File: src/rtl/io_bus_pkg.sv
// Shared types and constants for the memory-mapped I/O interconnect.
package io_bus_pkg;

    // Upper bound on the number of slave regions the decoder supports.
    localparam int MAX_REGIONS = 8;

    // Read data handed back to the processor when a slave never answers.
    localparam logic [31:0] DEFAULT_ERROR_DATA = 32'hDEAD_BEEF;

    // Bus FSM: IDLE accepts new requests, WAIT holds a stalled access.
    typedef enum logic {
        IDLE = 1'b0,
        WAIT = 1'b1
    } bus_state_t;

endpackage : io_bus_pkg

File: src/rtl/io_addr_decoder.sv
// Combinational priority address decoder: the lowest-index hitting region wins.
module io_addr_decoder
    import io_bus_pkg::*;
#(
    parameter int                        NUM_REGIONS = 4,
    parameter logic [NUM_REGIONS*32-1:0] REGION_BASE = '0,
    parameter logic [NUM_REGIONS*32-1:0] REGION_MASK = '0
) (
    input  logic [31:0]            address_i,
    output logic [NUM_REGIONS-1:0] hit_o,
    output logic                   any_hit_o
);

    if (NUM_REGIONS < 1 || NUM_REGIONS > MAX_REGIONS) begin : g_bad_regions
        $error("io_addr_decoder: NUM_REGIONS out of range");
    end

    // Scan regions from index 0 upward; a zero mask disables a region, and the
    // first match blocks all later ones so overlapping windows resolve low-first.
    always_comb begin
        hit_o     = '0;
        any_hit_o = 1'b0;
        for (int i = 0; i < NUM_REGIONS; i++) begin
            if (!any_hit_o &&
                (REGION_MASK[i*32 +: 32] != 32'h0) &&
                ((address_i & REGION_MASK[i*32 +: 32]) == REGION_BASE[i*32 +: 32])) begin
                hit_o[i]  = 1'b1;
                any_hit_o = 1'b1;
            end
        end
    end

endmodule : io_addr_decoder

File: src/rtl/io_bus_interconnect.sv
// Multi-region I/O interconnect: decodes the processor data port onto
// per-slave selects, stalls on wait states, aborts on timeout and reports errors.
module io_bus_interconnect
    import io_bus_pkg::*;
#(
    parameter int                        NUM_REGIONS    = 4,
    parameter logic [NUM_REGIONS*32-1:0] REGION_BASE    = {32'h0000_0000, 32'h0000_0000,
                                                           32'h0000_8000, 32'h0000_7f00},
    parameter logic [NUM_REGIONS*32-1:0] REGION_MASK    = {32'h0000_0000, 32'h0000_0000,
                                                           32'hFFFF_8000, 32'hFFFF_FF00},
    parameter int                        TIMEOUT_CYCLES = 16,
    parameter logic [31:0]               ERROR_DATA     = DEFAULT_ERROR_DATA
) (
    input  logic                      clk,
    input  logic                      rst,
    input  logic [31:0]               address,
    input  logic                      MemRead,
    input  logic                      MemWrite,
    input  logic [31:0]               io_memory_write,
    output logic [31:0]               io_memory_read,
    output logic                      io_valid_data,
    output logic                      stall,
    output logic                      bus_error,
    output logic [31:0]               error_address,
    output logic [7:0]                error_count,
    output logic [NUM_REGIONS-1:0]    s_sel,
    output logic                      s_read,
    output logic                      s_write,
    output logic [31:0]               s_address,
    output logic [31:0]               s_write_data,
    input  logic [NUM_REGIONS*32-1:0] s_read_data,
    input  logic [NUM_REGIONS-1:0]    s_ready
);

    localparam int CW = $clog2(TIMEOUT_CYCLES + 1);

    bus_state_t             state_q, state_d;
    logic [CW-1:0]          wait_cnt_q, wait_cnt_d;
    logic [NUM_REGIONS-1:0] sel_q, sel_d;
    logic [31:0]            read_q, read_d;
    logic                   valid_q, valid_d;
    logic                   bus_error_q, bus_error_d;
    logic [31:0]            err_addr_q, err_addr_d;
    logic [7:0]             err_cnt_q, err_cnt_d;

    logic [NUM_REGIONS-1:0] hit;
    logic                   any_hit;
    logic [NUM_REGIONS-1:0] sel;
    logic                   request;
    logic                   conflict;
    logic                   is_read;
    logic                   mapped_req;
    logic                   ready;
    logic                   timeout;
    logic                   err_event;
    logic [31:0]            sel_data;

    io_addr_decoder #(
        .NUM_REGIONS (NUM_REGIONS),
        .REGION_BASE (REGION_BASE),
        .REGION_MASK (REGION_MASK)
    ) u_decoder (
        .address_i (address),
        .hit_o     (hit),
        .any_hit_o (any_hit)
    );

    assign request    = MemRead | MemWrite;
    assign conflict   = MemRead & MemWrite;
    assign is_read    = MemRead & ~MemWrite;
    assign mapped_req = !rst && (state_q == IDLE) && request && any_hit;

    // Active select: fresh decode in IDLE, the registered select while waiting
    // so a slave keeps seeing the same access for its whole duration.
    always_comb begin
        sel = '0;
        if (rst) begin
            sel = '0;
        end else if (state_q == IDLE) begin
            sel = mapped_req ? hit : '0;
        end else begin
            sel = sel_q;
        end
    end

    assign ready   = |(sel & s_ready);
    assign timeout = (state_q == WAIT) && !ready && (wait_cnt_q == CW'(TIMEOUT_CYCLES));
    assign stall   = (mapped_req && !ready) ||
                     (!rst && (state_q == WAIT) && !ready && !timeout);

    assign s_sel        = sel;
    assign s_read       = (|sel) & is_read;
    assign s_write      = (|sel) & MemWrite;
    assign s_address    = address;
    assign s_write_data = io_memory_write;

    // One-hot read-data mux from the selected slave.
    always_comb begin
        sel_data = '0;
        for (int i = 0; i < NUM_REGIONS; i++) begin
            if (sel[i]) begin
                sel_data = sel_data | s_read_data[i*32 +: 32];
            end
        end
    end

    // Next-state logic: IDLE parks stalled accesses in WAIT, WAIT leaves on
    // completion or once the wait counter reaches the timeout limit.
    always_comb begin
        state_d    = state_q;
        wait_cnt_d = wait_cnt_q;
        sel_d      = sel_q;
        unique case (state_q)
            IDLE: begin
                if (mapped_req && !ready) begin
                    state_d    = WAIT;
                    wait_cnt_d = CW'(1);
                    sel_d      = hit;
                end
            end
            WAIT: begin
                if (ready || timeout) begin
                    state_d    = IDLE;
                    wait_cnt_d = '0;
                    sel_d      = '0;
                end else begin
                    wait_cnt_d = wait_cnt_q + CW'(1);
                end
            end
            default: begin
                state_d    = IDLE;
                wait_cnt_d = '0;
                sel_d      = '0;
            end
        endcase
    end

    // Read return path and error bookkeeping: completed reads return slave data,
    // aborted reads return the error pattern; timeouts and read/write conflicts
    // raise a one-cycle error pulse and are counted with saturation.
    always_comb begin
        read_d      = read_q;
        valid_d     = 1'b0;
        err_addr_d  = err_addr_q;
        err_cnt_d   = err_cnt_q;
        err_event   = timeout || (mapped_req && conflict);
        bus_error_d = err_event;
        if (ready && is_read) begin
            read_d  = sel_data;
            valid_d = 1'b1;
        end else if (timeout && is_read) begin
            read_d  = ERROR_DATA;
            valid_d = 1'b1;
        end
        if (err_event) begin
            err_addr_d = address;
            if (err_cnt_q != 8'hFF) begin
                err_cnt_d = err_cnt_q + 8'd1;
            end
        end
    end

    // State and datapath registers with asynchronous reset.
    always_ff @(posedge clk or posedge rst) begin
        if (rst) begin
            state_q     <= IDLE;
            wait_cnt_q  <= '0;
            sel_q       <= '0;
            read_q      <= '0;
            valid_q     <= 1'b0;
            bus_error_q <= 1'b0;
            err_addr_q  <= '0;
            err_cnt_q   <= '0;
        end else begin
            state_q     <= state_d;
            wait_cnt_q  <= wait_cnt_d;
            sel_q       <= sel_d;
            read_q      <= read_d;
            valid_q     <= valid_d;
            bus_error_q <= bus_error_d;
            err_addr_q  <= err_addr_d;
            err_cnt_q   <= err_cnt_d;
        end
    end

    assign io_memory_read = read_q;
    assign io_valid_data  = valid_q;
    assign bus_error      = bus_error_q;
    assign error_address  = err_addr_q;
    assign error_count    = err_cnt_q;

endmodule : io_bus_interconnect

File: config.mk
export PLATFORM = sky130hd
export DESIGN_NAME = io_bus_interconnect
export DESIGN_NICKNAME = d
export VERILOG_FILES = /design/src/rtl/io_bus_pkg.sv /design/src/rtl/io_addr_decoder.sv /design/src/rtl/io_bus_interconnect.sv
export SDC_FILE = /design/constraint.sdc
export NUM_CORES = 1
export LEC_CHECK = 0
export ABC_AREA = 1
export BUFFER_PORTS_ARGS = -buffer_cell sky130_fd_sc_hd__buf_2
export CAP_MARGIN = 20
export CORE_AREA = 2 2 135 137
export CTS_CLUSTER_DIAMETER = 50
export DETAILED_ROUTE_END_ITERATION = 7
export DIE_AREA = 0 0 137 139
export GPL_TIMING_DRIVEN = 0
export PLACE_DENSITY = 0.6
export SLEW_MARGIN = 20
export SYNTH_ARGS = -nofsm -noshare
export SYNTH_HDL_FRONTEND = slang
export SYNTH_SLANG_ARGS = --single-unit
File: constraint.sdc
create_clock -name clk -period 2.95 [get_ports clk]
set_input_delay 0.1475 -clock clk [delete_from_list [all_inputs] [get_ports clk]]
set_output_delay 0.1475 -clock clk [all_outputs]
set_load 0.05 [all_outputs]
==> summary.md, run 1 <==
Worst hold path
• address[3] — hold path startpoint
• primary input to flip-flop — type of the most critical hold path
• error_address[3] — terminating pin of the worst hold path
• 3 — worst hold path stage count

Die
• 17700 um2 — Core Box Area
• 139 um — vertical die dimension
• 137 um — Die Span X
• 19000 um2 — overall die area
• 345 — ports placed on the boundary
• 0.271 — effective utilization at floorplan
• 49 — row count

Timing
• false — unrepaired setup endpoints after global routing
• 0.624 — Slew HR
• 0.252 ns — final worst slack
• 0.564 ns — transition time at the pin with the least slew margin
• 0.914 — final clock period utilization by the worst path
• 0.0247 ns — Hold Slack
• 0 — final setup fails
• 0.00926 ns — Post-Route Skew
• 0 ns — final-layout setup total negative slack
• 0 — number of hold violations in the final report
• 0 — number of pins with negative max-slew slack in the final report
• 0.371 GHz — maximum frequency from static timing analysis
• 2.70 ns — clock period minus final worst setup slack

Cells and area
• 40.9% — Area Overhead vs Synth
• sky130_fd_sc_hd__buf_2 — leading cell type in the layout, fill and taps excluded
• 258 x sky130_fd_sc_hd__buf_2, 239 x sky130_fd_sc_hd__nand2_1, 82 x sky130_fd_sc_hd__dfrtp_1 — highest-count cells in the layout ignoring fill and taps
• 0.400 — share of post-route cells with drive strength above 1
• 1117 — count of nets after finishing
• 1882 — number of fill cells in the layout

Logic synthesis
• 26 — post-synth cell types
• 4790 um2 — total standard cell area after synthesis
• 82 — Yosys reg bits
• sky130_fd_sc_hd__dfrtp_1 43%, sky130_fd_sc_hd__nand2_1 19%, sky130_fd_sc_hd__buf_4 11% — Area contributors post-synth
• 0 — count of flip-flops with a built-in enable after synthesis
• 653 — Synth Instances
• 0 — yosys synthesis warning count
• 7.33 um2 — synthesized area per cell
• sky130_fd_sc_hd__dfrtp_1 — Primary FF master, synth
• 0.429 — part of the Yosys area used for sequential elements
• 0.429 — portion of synthesized cell area occupied by the leading cell type
• sky130_fd_sc_hd__dfrtp_1 — cell type with the highest aggregate area in the netlist
• 1.00 — share of async-settable or async-resettable flops after synthesis

Route
• 12.7 um — post-detailed-route wirelength per cell
• 0 — count of unresolved DRC violations after routing
• 4.23 — average vias per placed instance
• 14.6 mm — WL final
• 4865 — via count
• 0 — DRT antenna net count
• 211 — violation count after the first detailed-route iteration
• 4 — number of optimization iterations in the first detailed-route pass

GRT
• 0 — overflow left after global routing
• 31 — largest net degree at the start of global routing
• 4360 — via count of the first global-routing pass
• 0.152 — Total GRT Usage
• 1 — initial antenna violation count
• 22.5 mm — global-route wire length before repair

CTS
• 82 — Sinks on Clock Net
• 2 — Clock Path Buffers
• 0.34 ns — worst skew pair latency
• 9 — total CTS buffers
• 0.06 ns — clock slew at the register clock pins of the worst setup and hold paths
• done — CTS tree
• sky130_fd_sc_hd__clkbuf_16 — clock tree root driver cell
• 3 — H-tree levels

Setup path
• state_q — reg-to-reg critical path startpoint
• io_memory_read[11] — endpoint of the worst-slack reg-to-reg timing path
• primary input — category of the worst setup path launch point
• output pin — kind of end point of the critical path
• primary input to output pin — CP Class
• 0.89 ns — register-to-register setup slack
• 10 — CP Max Fanout
• 10 — worst r2r path cells
• 2.80 ns — critical path required time
• 2.55 ns — data arrival time of the critical path

Placement
• 244 — number of port buffers
• 0.589 ns — worst setup slack before clock tree synthesis
• 11.4 mm — DP Wirelength
• 0.821 — placer's final routability congestion estimate

Job
• 0 — MaxCap Viol Count

Status
• completed — result of the run

Pwr
• 4.07 nW — leak pwr
• 0.275 mV — VDD IR max
• 429 nW/um2 — power density cells

sequential cells by signal (all words and copies together), names as in the netlist:
signal,cells
error_count,8
bus_error,1
error_address,32
io_valid_data,1
wait_cnt_q,5
io_memory_read,32
sel_q,2
state_q,1
cells by family (layout without fill, tap and decap cells):
logic type / Yosys count / count (layout) / synth area share
AND/OR/NAND/NOR: 392 / 392 / 0.351
buffers and inverters: 146 / 411 / 0.175
flip-flops: 82 / 82 / 0.429
AO/OA/AOI/OAI: 21 / 21 / 0.0227
XOR/XNOR: 8 / 8 / 0.0146
adder cells (fa/ha/maj): 3 / 3 / 0.00784
other: 1 / 3 / 0.000783
synthesized netlist by cell type, types with 2 or more instances:
master and count:
sky130_fd_sc_hd__nand2_1 239, sky130_fd_sc_hd__nor4_1 3, sky130_fd_sc_hd__buf_2 14, sky130_fd_sc_hd__nand4_1 15
sky130_fd_sc_hd__nand3_2 2, sky130_fd_sc_hd__inv_1 57, sky130_fd_sc_hd__buf_4 70, sky130_fd_sc_hd__nor2_2 4
sky130_fd_sc_hd__nand2_2 6, sky130_fd_sc_hd__nor2_1 47, sky130_fd_sc_hd__ha_1 3, sky130_fd_sc_hd__a21oi_1 19
sky130_fd_sc_hd__xor2_1 4, sky130_fd_sc_hd__clkbuf_1 4, sky130_fd_sc_hd__nand3_1 68, sky130_fd_sc_hd__nor3_1 3
sky130_fd_sc_hd__nand2_4 2, sky130_fd_sc_hd__dfrtp_1 82, sky130_fd_sc_hd__xnor2_1 4
what timing repair did:
item | in CTS | in global routing
endpoints found under the hold margin | 6 | 0
setup buffers | 0 | 1
setup endpoints to repair | 0 | 3
hold buffers | 1 | 0
gates resized for setup | 0 | 0
worst max-delay path, cell delays in order:
cell and delay (ns):
sky130_fd_sc_hd__dlygate4sd3_1 0.53, sky130_fd_sc_hd__buf_2 0.17, sky130_fd_sc_hd__a21oi_1 0.32, sky130_fd_sc_hd__nand3_1 0.14
sky130_fd_sc_hd__nand2_2 0.18, sky130_fd_sc_hd__clkbuf_1 0.47, sky130_fd_sc_hd__nor2_1 0.18, sky130_fd_sc_hd__nor3_2 0.12
sky130_fd_sc_hd__buf_2 0.28
per-layer routing:
| metal | part of all wire | GRT usage | vias to the layer above |
|---|---|---|---|
| met5 | 0 | 0 | - |
| met4 | 0.021 | 0.0629 | 0 |
| met3 | 0.058 | 0.0245 | 18 |
| met2 | 0.49 | 0.256 | 166 |
| met1 | 0.43 | 0.192 | 2194 |
| li1 | - | - | 2487 |
where the power goes:
part	switching, mW	internal, mW
registers	0.000216	1.12
logic	0.280	0.150
clock network	0.466	0.874
worst max path at each step:
stage / start / end / slack, ns
final: rst / s_read / 0.25
after CTS: rst / stall / 0.05
after floorplan: rst / s_read / -0.07
after global routing: rst / s_read / 0.04
after detailed placement: rst / stall / 0.59
after global placement: rst / stall / -0.94
final cells by class:
cell class	count	area [um2]	share of cell area
diodes	1	2.50	0.000371
plain buffers	89	622	0.0921
clock buffers	12	256	0.0380
clock inverters	4	97.6	0.0145
inverters	57	218	0.0323
multi-input cells	426	1920	0.284
flip-flops and latches	82	2050	0.304
well taps	229	287	0.0425
repair buffers	249	1300	0.192
through the flow:
| stage | instance area [um2] | util | power [mW] | cells |
|---|---|---|---|---|
| floorplan | 4810 | - | 1.43 | 654 |
| global placement | 6310 | 0.358 | 1.57 | 1127 |
| detailed placement | 6370 | 0.361 | 1.58 | 1130 |
| CTS | 6740 | 0.382 | 2.94 | 1147 |
| global route | 6750 | 0.382 | 3.01 | 1148 |
| finish | 6750 | 0.382 | 2.90 | 1149 |
(Power assumes the default switching activity.)
==> run 2: changes to the inputs <==
Settings changed: PLACE_DENSITY 0.6 to 0.61.
==> run 2 against run 1 <==
Against the previous run:
- wire length barely moved
- clock power fell by 16%
- die area unchanged
- non-clock buffer count is 5 higher
- largest power group unchanged
- largest cell class unchanged
- first-iteration DRC count decreased by 14%
- final area decreased by 0.26%
- global-route usage shrank 0.059 points
- power fell by 7.1%
- flip-flop and latch count unchanged
- register-to-register slack got worse by 0.03 ns
==> summary.md, run 2 (synthesis gave the netlist of run 1 again) <==
Timing
• 0.0269 ns — Hold Slack, was 0.0247 ns
• 0 — number of hold violations in the final report, unchanged
• 2.66 ns — clock period minus final worst setup slack, was 2.70 ns
• 0.642 — Slew HR, was 0.624
• 0.376 GHz — maximum frequency from static timing analysis, was 0.371 GHz
• false — unrepaired setup endpoints after global routing, unchanged
• 0.00814 ns — Post-Route Skew, was 0.00926 ns
• 0 — final setup fails, unchanged
• 0.537 ns — transition time at the pin with the least slew margin, was 0.564 ns
• 0.902 — final clock period utilization by the worst path, was 0.914
• 0 — number of pins with negative max-slew slack in the final report, unchanged

CTS
• 0.06 ns — clock slew at the register clock pins of the worst setup and hold paths, about the same
• 82 — Sinks on Clock Net, unchanged
• 2 — Clock Path Buffers, unchanged
• sky130_fd_sc_hd__clkbuf_16 — clock tree root driver cell, unchanged
• 3 — H-tree levels, unchanged
• 0 — post-cts sizing count, unchanged
• 0.34 ns — worst skew pair latency, about the same
• done — CTS tree, unchanged
• 9 — total CTS buffers, unchanged

Route
• 14.6 mm — WL final, about the same
• 4 — number of optimization iterations in the first detailed-route pass, unchanged
• 4.29 — average vias per placed instance, was 4.23
• 12.7 um — post-detailed-route wirelength per cell, about the same
• 4938 — via count, was 4865
• 181 — violation count after the first detailed-route iteration, was 211
• 0 — count of unresolved DRC violations after routing, unchanged
• 0 — DRT antenna net count, unchanged

Setup path
• rst — CP startpoint, unchanged
• 10 — worst r2r path cells, unchanged
• io_memory_read[21] — endpoint of the worst-slack reg-to-reg timing path, was io_memory_read[11]
• 2.80 ns — critical path required time, about the same
• state_q — reg-to-reg critical path startpoint, unchanged
• 2.51 ns — data arrival time of the critical path, was 2.55 ns
• output pin — kind of end point of the critical path, unchanged
• 0.86 ns — register-to-register setup slack, was 0.89 ns
• 10 — CP Max Fanout, unchanged
• primary input to output pin — CP Class, unchanged
• primary input — category of the worst setup path launch point, unchanged

Pwr
• 2.69 mW — total design power, was 2.90 mW
• 400 nW/um2 — power density cells, was 429 nW/um2
• 0.418 — share of total power in sequential cells, was 0.388
• 1.95 mW — cell-internal power, was 2.15 mW
• 0.275 — fraction of power spent switching nets, was 0.258
• 0.163 — Comb pwr share, was 0.148
• 0.740 mW — P_sw, was 0.747 mW
• 0.419 — clock share of power, was 0.463
• 4.07 nW — leak pwr, about the same
• 0.246 mV — VDD IR max, was 0.275 mV

GRT
• 30 — largest net degree at the start of global routing, was 31
• 0 — overflow left after global routing, unchanged
• 4527 — via count of the first global-routing pass, was 4360
• 0 — initial antenna violation count, was 1
• 22.6 mm — global-route wire length before repair, was 22.5 mm
• 0.151 — Total GRT Usage, was 0.152

Worst hold path
• 3 — worst hold path stage count, unchanged
• address[1] — hold path startpoint, was address[3]
• primary input to flip-flop — type of the most critical hold path, unchanged
• error_address[1] — terminating pin of the worst hold path, was error_address[3]

Die
• 0.271 — effective utilization at floorplan, unchanged
• 49 — row count, unchanged
• 19000 um2 — overall die area, unchanged
• 137 um — Die Span X, unchanged
• 17700 um2 — Core Box Area, unchanged
• 139 um — vertical die dimension, unchanged
• 345 — ports placed on the boundary, unchanged

Cells and area
• 1926 — number of fill cells in the layout, was 1882
• 258 x sky130_fd_sc_hd__buf_2, 239 x sky130_fd_sc_hd__nand2_1, 82 x sky130_fd_sc_hd__dfrtp_1 — highest-count cells in the layout ignoring fill and taps, unchanged
• 0 — final antenna diode count, was 1
• 0.404 — share of post-route cells with drive strength above 1, was 0.400
• 1122 — count of nets after finishing, was 1117
• 6730 um2 — post-layout instance area, was 6750 um2
• 40.6% — Area Overhead vs Synth, was 40.9%
• sky130_fd_sc_hd__buf_2 — leading cell type in the layout, fill and taps excluded, unchanged

Placement
• 6380 um2 — Placed Area, was 6370 um2
• 11.5 mm — DP Wirelength, was 11.4 mm
• 244 — number of port buffers, unchanged
• 0.827 — placer's final routability congestion estimate, was 0.821

Status
• completed — result of the run, unchanged

Job
• 0 — MaxCap Viol Count, unchanged

run 2: cell types whose count changed in the layout (fill, tap and decap cells not counted), sizes merged:
| cell | delta |
|---|---|
| buf | +5 |
| bufinv | -2 |
| clkbuf | -2 |
| clkinv | +2 |
| clkinvlp | +1 |
| diode | -1 |
run 2: final cells by class:
type                    count  area [um2]  share of cell area
plain buffers              89         622              0.0924
clock buffers              10         239              0.0355
clock inverters             5        55.1             0.00818
inverters                  57         218              0.0323
multi-input cells         426        1920               0.285
flip-flops and latches     82        2050               0.305
well taps                 229         287              0.0426
repair buffers            254        1340               0.200
run 2: power groups by stage:
| stage | registers [mW] | clock network (mW) | logic, mW |
|---|---|---|---|
| 6_report | 1.12 | 1.13 | 0.438 |
| 5_1_grt | 1.12 | 1.22 | 0.469 |
| 4_1_cts | 1.12 | 1.17 | 0.436 |
| 3_5_place_dp | 1.15 | 0 | 0.434 |
| 3_3_place_gp | 1.15 | 0 | 0.422 |
| 2_1_floorplan | 1.15 | 0 | 0.284 |
run 2: repair_timing:
item / CTS / global route
endpoints found under the setup margin: 0 / 2
endpoints found under the hold margin: 13 / 0
buffers inserted: 0 / 6
hold buffers: 1 / 0
run 2: critical path, cell delays in order:
cell and delay (ns):
sky130_fd_sc_hd__dlygate4sd3_1 0.55, sky130_fd_sc_hd__buf_2 0.17, sky130_fd_sc_hd__a21oi_1 0.27, sky130_fd_sc_hd__nand3_1 0.14
sky130_fd_sc_hd__nand2_2 0.18, sky130_fd_sc_hd__clkbuf_1 0.45, sky130_fd_sc_hd__nor2_1 0.18, sky130_fd_sc_hd__nor3_2 0.13
sky130_fd_sc_hd__buf_2 0.29
run 2: worst max path at each step:
stage / to / slack (ns) / cells past startpoint
floorplan: s_read / -0.07 / 6
global placement: stall / -0.92 / 10
detailed placement: stall / 0.59 / 10
CTS: stall / 0.01 / 11
global route: s_read / 0.08 / 9
finish: s_read / 0.29 / 9
run 2: routing by layer:
layer  GRT usage  vias to the layer above  part of all wire
met5           0                        -                 0
met4      0.0581                        0             0.017
met3      0.0183                       16             0.056
met2       0.260                      165              0.50
met1       0.192                     2252              0.43
li1            -                     2505                 -
run 2: metrics by stage:
| stage | setup TNS (ns) | setup slack (ns) | instances | util |
|---|---|---|---|---|
| 6_report | 0 | 0.291 | 1152 | 0.381 |
| 5_1_grt | 0 | 0.0750 | 1152 | 0.381 |
| 4_1_cts | 0 | 0.0105 | 1146 | 0.379 |
| 3_5_place_dp | 0 | 0.588 | 1130 | 0.361 |
| 3_3_place_gp | -60.93 | -0.921 | 1127 | 0.358 |
| 2_1_floorplan | -0.0711 | -0.0711 | 654 | - |
==> run 3: changes to the inputs <==
Settings changed: GPL_TIMING_DRIVEN 0 to unset.
==> run 3 against run 2 <==
Against the previous run:
- flip-flop and latch count stayed put
- worst setup slack better by 0.12 ns
- clock skew is 0.0012 ns lower
- via count is 11% lower
- die area stayed put
- non-clock buffer count is 119 lower
- critical path type is now flip-flop to output pin
- the flow now finishes with violations (negative hold slack)
- power is 4.5% lower
- sequential power hardly changed
==> summary.md, run 3 (synthesis gave the netlist of run 1 again) <==
Status
• finished with violations — result of the run, was completed
• negative hold slack — violations in the final reports

Setup path
• 2.80 ns — critical path required time, about the same
• 9 — worst r2r path cells, was 10
• 0.45 ns — largest stage delay on the critical path, was 0.55 ns
• 18 — CP Max Fanout, was 10
• state_q — CP startpoint, was rst
• inv_1 > nand3_1 > nand2_2 > nand2_1 > nand2_2 > inv_1 > nand3_1 > o21ai_2 > buf_2 — CP cell instances, was dlygate4sd3_1 > buf_2 > a21oi_1 > nand3_1 > nand2_2 > clkbuf_1 > nor2_1 > nor3_2 > buf_2
• 2.39 ns — data arrival time of the critical path, was 2.51 ns
• state_q — reg-to-reg critical path startpoint, unchanged
• 0.91 ns — register-to-register setup slack, was 0.86 ns
• flip-flop to output pin — CP Class, was primary input to output pin
• stall — critical path capture point, was s_read
• flip-flop — category of the worst setup path launch point, was primary input
• output pin — kind of end point of the critical path, unchanged
• sky130_fd_sc_hd__dfrtp_1 — highest-delay cell along the critical path, was sky130_fd_sc_hd__dlygate4sd3_1
• wait_cnt_q[1] — endpoint of the worst-slack reg-to-reg timing path, was io_memory_read[21]

Timing
• 0.588 — Slew HR, was 0.642
• 0.00695 ns — Post-Route Skew, was 0.00814 ns
• 0.393 GHz — maximum frequency from static timing analysis, was 0.376 GHz
• 2.54 ns — clock period minus final worst setup slack, was 2.66 ns
• 0 — number of pins with negative max-slew slack in the final report, unchanged
• 0.618 ns — transition time at the pin with the least slew margin, was 0.537 ns
• 0 — final setup fails, unchanged
• false — unrepaired setup endpoints after global routing, unchanged
• 1 — number of hold violations in the final report, was 0
• 0.862 — final clock period utilization by the worst path, was 0.902
• -0.000306 ns — Hold Slack, was 0.0269 ns

CTS
• sky130_fd_sc_hd__clkbuf_16 — clock tree root driver cell, unchanged
• 0.07 ns — clock slew at the register clock pins of the worst setup and hold paths, was 0.06 ns
• 3 — H-tree levels, unchanged
• 0 — post-cts sizing count, unchanged
• 82 — Sinks on Clock Net, unchanged
• 9 — total CTS buffers, unchanged
• 2 — Clock Path Buffers, unchanged
• 0.34 ns — worst skew pair latency, about the same
• done — CTS tree, unchanged

Pwr
• 2.57 mW — total design power, was 2.69 mW
• 431 nW/um2 — power density cells, was 400 nW/um2
• 0.262 mV — VDD IR max, was 0.246 mV
• 3.56 nW — leak pwr, was 4.07 nW

Die
• 139 um — vertical die dimension, unchanged
• 0.271 — effective utilization at floorplan, unchanged
• 19000 um2 — overall die area, unchanged
• 17700 um2 — Core Box Area, unchanged
• 345 — ports placed on the boundary, unchanged
• 49 — row count, unchanged
• 137 um — Die Span X, unchanged

Cells and area
• 5960 um2 — post-layout instance area, was 6730 um2
• 0.319 — share of post-route cells with drive strength above 1, was 0.404
• 2050 um2 — sequential cell area in the final layout, unchanged
• 239 x sky130_fd_sc_hd__nand2_1, 212 x sky130_fd_sc_hd__buf_2, 82 x sky130_fd_sc_hd__dfrtp_1 — highest-count cells in the layout ignoring fill and taps, was 258 x sky130_fd_sc_hd__buf_2, 239 x sky130_fd_sc_hd__nand2_1, 82 x sky130_fd_sc_hd__dfrtp_1
• sky130_fd_sc_hd__nand2_1 — leading cell type in the layout, fill and taps excluded, was sky130_fd_sc_hd__buf_2
• 1920 um2 — Multi-input gate area, unchanged
• 24.5% — Area Overhead vs Synth, was 40.6%
• 0.338 — Post-Route Utilization, was 0.381
• 1003 — count of nets after finishing, was 1122
• 1948 — number of fill cells in the layout, was 1926
• 1035 — non-filler cells, final, was 1152

Job
• 0 — MaxCap Viol Count, unchanged

Route
• 4413 — via count, was 4938
• 13.0 mm — WL final, was 14.6 mm
• 4.26 — average vias per placed instance, was 4.29
• 141 — violation count after the first detailed-route iteration, was 181
• 0 — DRT antenna net count, unchanged
• 12.5 um — post-detailed-route wirelength per cell, was 12.7 um
• 0 — count of unresolved DRC violations after routing, unchanged
• 6 — number of optimization iterations in the first detailed-route pass, was 4

Worst hold path
• primary input to asynchronous set/reset pin — type of the most critical hold path, was primary input to flip-flop

GRT
• 0 — overflow left after global routing, unchanged
• 20.8 mm — global-route wire length before repair, was 22.6 mm
• 1 — initial antenna violation count, was 0
• 0.138 — Total GRT Usage, was 0.151
• 48 — largest net degree at the start of global routing, was 30
• 4128 — via count of the first global-routing pass, was 4527

Placement
• 212 — number of port buffers, was 244
• 5610 um2 — Placed Area, was 6380 um2
• 9.58 mm — DP Wirelength, was 11.5 mm
• 1015 — Cells after DPL, was 1130
• 0.814 — placer's final routability congestion estimate, was 0.827

## run 3: routing by layer
metal / up-vias / GRT usage / routed length (um)
li1: 2260 / - / -
met1: 2021 / 0.167 / 5570
met2: 115 / 0.235 / 6500
met3: 17 / 0.0274 / 646
met4: 0 / 0.0602 / 255
met5: - / 0 / 0
## run 3: area by class of cell
class | count | share of cell area
Multi-Input combinational cell | 426 | 0.321
Clock buffer | 11 | 0.0424
Sequential cell | 82 | 0.344
Clock inverter | 5 | 0.0103
Antenna cell | 1 | 0.000420
Inverter | 57 | 0.0365
Tap cell | 229 | 0.0481
Timing Repair Buffer | 224 | 0.197
## run 3: stage by stage
| stage | TNS [ns] | setup slack [ns] | hold WS (ns) |
|---|---|---|---|
| 2_1_floorplan | -0.0711 | -0.0711 | 0.257 |
| 3_3_place_gp | 0 | 0.743 | 0.295 |
| 3_5_place_dp | 0 | 0.745 | 0.295 |
| 4_1_cts | 0 | 0.361 | 0.000409 |
| 5_1_grt | 0 | 0.219 | 0.0104 |
| 6_report | 0 | 0.408 | -0.000306 |
## run 3: power by group
group	leakage (nW)	switching [mW]	internal (mW)
Combinational	2.39	0.178	0.0760
Clock	0.156	0.484	0.707
Sequential	1.02	0.000219	1.12
## run 3: timing repair
action | CTS | global route
buffers inserted | 0 | 0
hold buffers | 3 | 0
hold endpoints to repair | 3 | 0
## run 3: how the worst min path moves through the flow
| stage | start | to | slack, ns |
|---|---|---|---|
| 6_report | rst | state_q | -0.0003 |
| 5_1_grt | address[2] | error_address[2] | 0.01 |
| 4_1_cts | address[2] | error_address[2] | 0.0004 |
| 3_5_place_dp | io_memory_write[10] | s_write_data[10] | 0.30 |
| 3_3_place_gp | io_memory_write[10] | s_write_data[10] | 0.30 |
| 2_1_floorplan | address[0] | error_address[0] | 0.26 |
## run 3: worst max-delay path: cells and delay by family (launching register included)
kind                   cells  cell delay [ns]
buffers and inverters      3             0.73
and+or+nand+nor            5             0.78
DFF                        1             0.45
AOI/OAI and AO/OA          1             0.08
